## src/rtl/cshm_pkg.sv

```systemverilog
// Shared types and the nibble decode rule for the CSHM shift-accumulate engine.
package cshm_pkg;

  localparam int NIB_W = 4;

  typedef enum logic [1:0] {IDLE, RUN, DONE} state_t;

  typedef struct packed {
    logic [2:0] select;
    logic [1:0] shift;
    logic       zero;
  } nib_dec_t;

  // A nibble n is rewritten as odd << s, odd in {1,3,..,15}; select indexes the odd multiple.
  function automatic nib_dec_t nib_decode(input logic [NIB_W-1:0] n);
    nib_dec_t d;
    logic [NIB_W-1:0] odd;
    d = '0;
    if (n[0])      d.shift = 2'd0;
    else if (n[1]) d.shift = 2'd1;
    else if (n[2]) d.shift = 2'd2;
    else           d.shift = 2'd3;
    odd      = n >> d.shift;
    d.select = odd[3:1];
    d.zero   = (n == '0);
    return d;
  endfunction

endpackage

```

## src/rtl/cshm_nibble_decode.sv

```systemverilog
// Combinational nibble decoder: 4-bit coefficient nibble -> alphabet select, shift, zero flag.
module cshm_nibble_decode
  import cshm_pkg::*;
(
  input  logic [NIB_W-1:0] nib,
  output logic [2:0]       select,
  output logic [1:0]       shift,
  output logic             zero
);

  nib_dec_t d;

  assign d      = nib_decode(nib);
  assign select = d.select;
  assign shift  = d.shift;
  assign zero   = d.zero;

endmodule

```

## src/rtl/cshm_shift_accumulate.sv

```systemverilog
// Sequential CSHM MAC: walks NTAPS taps, two coefficient nibbles each, accumulating shifted mux_out.
// Define CSHM_SAT_EN to saturate y to the signed DATA_W range instead of truncating.
module cshm_shift_accumulate
  import cshm_pkg::*;
#(
  parameter  int NTAPS     = 8,
  parameter  int DATA_W    = 16,
  parameter  int COEF_W    = 9,
  parameter  int ACC_W     = 32,
  parameter  int OUT_SHIFT = 8,
  localparam int TAP_W     = (NTAPS > 1) ? $clog2(NTAPS) : 1
) (
  input  logic                     clk,
  input  logic                     rst_n,
  input  logic                     in_valid,
  output logic                     in_ready,
  output logic [TAP_W-1:0]         tap_sel,
  output logic [TAP_W-1:0]         coef_addr,
  input  logic [COEF_W-1:0]        coef_data,
  output logic [2:0]               select,
  input  logic signed [DATA_W-1:0] mux_out,
  output logic [DATA_W-1:0]        y,
  output logic                     y_valid
);

  state_t                    state, state_nxt;
  logic [TAP_W-1:0]          tap;
  logic                      nib;
  logic signed [ACC_W-1:0]   acc, term, mux_ext;
  logic [NIB_W-1:0]          nibble;
  logic [2:0]                dec_select;
  logic [1:0]                dec_shift;
  logic                      dec_zero;
  logic                      last;
  logic                      running;
  logic [DATA_W-1:0]         y_next;

  assign running = (state == RUN);
  assign last    = nib && (tap == TAP_W'(NTAPS - 1));
  assign nibble  = nib ? coef_data[2*NIB_W-1:NIB_W] : coef_data[NIB_W-1:0];

  cshm_nibble_decode u_dec (
    .nib    (nibble),
    .select (dec_select),
    .shift  (dec_shift),
    .zero   (dec_zero)
  );

  assign in_ready  = (state == IDLE);
  assign tap_sel   = running ? tap : '0;
  assign coef_addr = tap_sel;
  assign select    = running ? dec_select : '0;

  // Total weight of the nibble term is 2^(s + 4*nib), i.e. shift amount {nib, s}.
  assign mux_ext = {{(ACC_W-DATA_W){mux_out[DATA_W-1]}}, mux_out};
  assign term    = dec_zero ? '0 : (mux_ext <<< {nib, dec_shift});

`ifdef CSHM_SAT_EN
  localparam logic signed [ACC_W-1:0] Y_MAX = {{(ACC_W-DATA_W+1){1'b0}}, {(DATA_W-1){1'b1}}};
  localparam logic signed [ACC_W-1:0] Y_MIN = ~Y_MAX;
  logic signed [ACC_W-1:0] shifted;
  assign shifted = acc >>> OUT_SHIFT;
  always_comb begin
    y_next = shifted[DATA_W-1:0];
    if (shifted > Y_MAX)      y_next = Y_MAX[DATA_W-1:0];
    else if (shifted < Y_MIN) y_next = Y_MIN[DATA_W-1:0];
  end
`else
  assign y_next = DATA_W'(acc >>> OUT_SHIFT);
`endif

  always_comb begin
    state_nxt = state;
    case (state)
      IDLE:    if (in_valid) state_nxt = RUN;
      RUN:     if (last)     state_nxt = DONE;
      DONE:    state_nxt = IDLE;
      default: state_nxt = IDLE;
    endcase
  end

  always_ff @(posedge clk or negedge rst_n) begin
    if (!rst_n) begin
      state   <= IDLE;
      acc     <= '0;
      tap     <= '0;
      nib     <= 1'b0;
      y       <= '0;
      y_valid <= 1'b0;
    end else begin
      state   <= state_nxt;
      y_valid <= 1'b0;
      case (state)
        IDLE: if (in_valid) begin
          acc <= '0;
          tap <= '0;
          nib <= 1'b0;
        end
        RUN: begin
          acc <= coef_data[COEF_W-1] ? (acc - term) : (acc + term);
          nib <= ~nib;
          if (nib) tap <= last ? '0 : tap + TAP_W'(1);
        end
        DONE: begin
          y       <= y_next;
          y_valid <= 1'b1;
        end
        default: ;
      endcase
    end
  end

endmodule
```

## config.mk

```make
export PLATFORM = sky130hd
export DESIGN_NAME = cshm_shift_accumulate
export DESIGN_NICKNAME = d
export VERILOG_FILES = /design/src/rtl/cshm_pkg.sv /design/src/rtl/cshm_nibble_decode.sv /design/src/rtl/cshm_shift_accumulate.sv
export SDC_FILE = /design/constraint.sdc
export NUM_CORES = 1
export LEC_CHECK = 0
export BUFFER_PORTS_ARGS = -buffer_cell sky130_fd_sc_hd__buf_2
export CAP_MARGIN = 0
export CORE_ASPECT_RATIO = 1.4
export CORE_UTILIZATION = 31
export CTS_BUF_LIST = sky130_fd_sc_hd__clkbuf_8
export DETAILED_ROUTE_END_ITERATION = 10
export PLACE_DENSITY_LB_ADDON = 0.08
export SYNTH_ARGS = -nofsm -noshare
export SYNTH_HDL_FRONTEND = slang
export SYNTH_SLANG_ARGS = --single-unit
```

## constraint.sdc

```tcl
create_clock -name clk -period 4.4 [get_ports clk]
set_clock_uncertainty 0.2 [all_clocks]
set_input_delay 0.22 -clock clk [delete_from_list [all_inputs] [get_ports clk]]
set_output_delay 0.22 -clock clk [all_outputs]
set_load 0.005 [all_outputs]
```

==> results.txt <==
Worst Setup Start Kind -> flip-flop
clk slew on worst S/H paths -> 120 ps
CP endpoint kind -> flip-flop
clock buffer depth -> 2
Fmax -> 0.210 GHz
Die Area -> 15600 um2
yosys warns -> 0
Slew @ Worst Pin -> 969 ps
drt first pass iters -> 4
vias in the first global route -> 5135
Critical Path RT -> 4370 ps
initial antenna violation count -> 0
1st-iter DRT viols -> 158
Ports -> 55
total CTS buffers -> 5
Async S/R FF share, synth -> 1.00
Port Buffers -> 54
critical path peak fanout -> 4
Fin. Hold Viols -> 0
Slew headroom -> 0.354
hold path endpoint -> acc[17]
DP HPWL -> 12800 um
failing checks -> negative setup slack
flops & latches, synth -> 47
critical path's slowest cell -> dfrtp_2
Yosys cell types -> 70
Vias/cell -> 5.21
Sequential Area -> 1180 um2
clk root buf -> clkbuf_8
crit-path cells -> or2_4 -> buf_4 -> o221ai_1 -> o211ai_1 -> a21oi_2 -> o211ai_1 -> buf_4 -> nor4_4 -> and3_4 -> nor2_4 -> xor2_1 -> ha_1 -> a21oi_2 -> and2_1 -> o2111a_2 -> o21ai_4 -> a21o_1 -> a21o_1 -> a21o_1 -> a21oi_2 -> xor2_1 -> o21ai_1
reg2reg path depth -> 22
average wire per standard cell -> 16.7 um
Die Span Y -> 147 um
Tot Pwr -> 6.35 mW
GRT Overall Usage -> 0.208
largest delay contributor family on the critical path -> compound AO/OA/AOI/OAI gates
# H-tree levels -> 2
die width -> 106 um
Core Box Area -> 14600 um2
r2r setup slk -> -370 ps
Post-Route Utilization -> 0.461
max-cap violations -> 0
GP Congestion -> 0.879
Layout fillers -> 1460
diode count -> 0
RSZ-0062 raised after global routing -> true
PwrDens -> 944 nW/um2
Initial Utilization -> 0.321
Worst Path Buf+Inv -> 2
area of the mapped netlist -> 4680 um2
post-synthesis cell count -> 557
first-pass GRT wire length -> 25600 um
Vias -> 4940
hold depth -> 5
drc violations -> 0
Final ANT Viol Nets -> 0
WP data arrival -> 4740 ps
leakage -> 3.20 nW
multi-input gate area in the final layout -> 3520 um2
gr ovfl total -> 0
fin. max-slew vios -> 0
CTS sink cnt -> 47
Seq/Total Area, Yosys -> 0.251
share of post-route cells with drive strength above 1 -> 0.423
R2R Path Start -> nib
Worst-Skew Late Latency -> 330 ps
reg2reg end -> acc[19]
Inst Count DP -> 923
worst vdd ir -> 0.303 mV
Final min period -> 4770 ps
WL final -> 15900 um
pin count of the biggest net entering global routing -> 48
Post-Syn Nets -> 612
row count -> 52
Tightest Hold Check Type -> input pin to flip-flop
Hold Crit Start -> in_valid
WS Path Type -> flip-flop to flip-flop
Non-Filler Instances -> 948
ys flop type -> dfrtp_1
mean post-synth cell area -> 8.40 um2
final worst slack -> -370 ps
delay of the slowest critical-path stage -> 480 ps
nets -> 813
setup-violating endpoint count in the final report -> 8
Post-synth EDFFs -> 0
pre-CTS setup slack -> -735 ps
Tcrit/Tclk final -> 1.08
CTS tree -> done
outcome -> finished with violations
Area growth, synth to finish -> 43.6%
worst min-delay path: cells and delay by family:
kind	cells	cell delay [ps]
AOI/OAI and AO/OA	2	110
buffers and inverters	2	320
and+or+nand+nor	1	100
synthesized netlist by cell type, drive strengths merged, types with 3 or more instances:
master / instances / area share
mux2: 21 / 0.051
nor2b: 9 / 0.013
xor2: 22 / 0.041
or2: 6 / 0.0080
a32o: 6 / 0.013
a21o: 11 / 0.018
nand2b: 7 / 0.0094
nand2: 60 / 0.048
o21ai: 38 / 0.041
ha: 26 / 0.070
o21bai: 4 / 0.0064
clkbuf: 13 / 0.010
o221ai: 7 / 0.013
o211ai: 9 / 0.014
a221o: 3 / 0.0064
o31ai: 4 / 0.0064
nor3: 10 / 0.011
dfrtp: 47 / 0.25
buf: 17 / 0.027
inv: 25 / 0.020
nand3: 4 / 0.0053
o21a: 9 / 0.014
a221oi: 3 / 0.0056
a32oi: 6 / 0.011
a21oi: 40 / 0.043
a21boi: 3 / 0.0048
mux2i: 15 / 0.032
a31oi: 11 / 0.015
nor4: 4 / 0.013
nor2: 44 / 0.036
o22ai: 7 / 0.012
and3: 3 / 0.0040
a22o: 7 / 0.013
and2: 9 / 0.013
xnor2: 17 / 0.032
report_power, final:
group / leakage (nW) / switching [mW] / total [mW] / internal (mW)
registers: 0.589 / 0.146 / 0.808 / 0.662
clock network: 0.0548 / 0.179 / 0.351 / 0.172
logic: 2.55 / 2.47 / 5.19 / 2.72
area by class of cell:
type	instances	share of cell area
Clock buffer	5	0.0102
Sequential cell	47	0.175
Timing Repair Buffer	224	0.235
Inverter	25	0.0140
Clock inverter	3	0.00689
Multi-Input combinational cell	455	0.523
Tap cell	189	0.0352
worst max-delay path by stage:
stage / startpoint / endpoint / slack [ps] / cells after the start
global placement: coef_data[2] / acc[23] / -630 / 20
global route: nib / acc[19] / -580 / 23
finish: nib / acc[19] / -370 / 22
detailed placement: coef_data[2] / acc[18] / -730 / 21
CTS: nib / acc[19] / -340 / 21
floorplan: nib / acc[23] / -120 / 20
logic make-up after synthesis:
logic type	share of synthesized area
flip-flops	0.251
multiplexers	0.0930
adder cells (fa/ha/maj)	0.0738
XOR/XNOR	0.0730
AO/OA/AOI/OAI	0.276
buffers and inverters	0.0575
AND/OR/NAND/NOR	0.175
per-layer routing:
metal  global-route usage  share of wire  vias up
met5                    0              0        -
met4               0.0938          0.037        0
met3               0.0234          0.027       35
met2                0.400           0.53      117
met1                0.226           0.40     2339
li1                     -              -     2449
per-stage QoR:
step                      TNS [ps]  hold slack (ps)  instance area (um2)
final                        -1640              241                 6720
after global routing         -3780              257                 6720
after CTS                    -1670              233                 6560
after detailed placement     -5200              172                 6180
after global placement       -4790              170                 6180
after floorplan               -178             -276                 4700
cell usage in the layout (no fill, tap or decap), types with 7 or more instances in the layout:
cell,count
a21o_1,11
a21oi_1,28
a21oi_2,12
a22o_1,7
a31oi_1,9
and2_1,7
buf_2,54
buf_4,160
buf_6,9
dfrtp_1,46
ha_1,25
inv_1,25
mux2_2,20
mux2i_1,11
nand2_1,58
nor2_1,37
nor2b_1,8
nor3_1,9
o211ai_1,9
o21a_1,8
o21ai_0,29
xnor2_1,14
xor2_1,22
sequential cells by signal, indices dropped and copies added, names as in the netlist:
register  flops
y            16
tap           3
acc          24
y_valid       1
state         2
nib           1
timing repair:
action | CTS | global route
cloned | 0 | 0
pin swaps | 13 | 19
endpoints found under the setup margin | 11 | 12
resized for setup | 45 | 29
endpoints found under the hold margin | 47 | 0
hold buffers | 1 | 0
buffers inserted | 9 | 9
No activity file was read; power rests on OpenSTA's default activity.
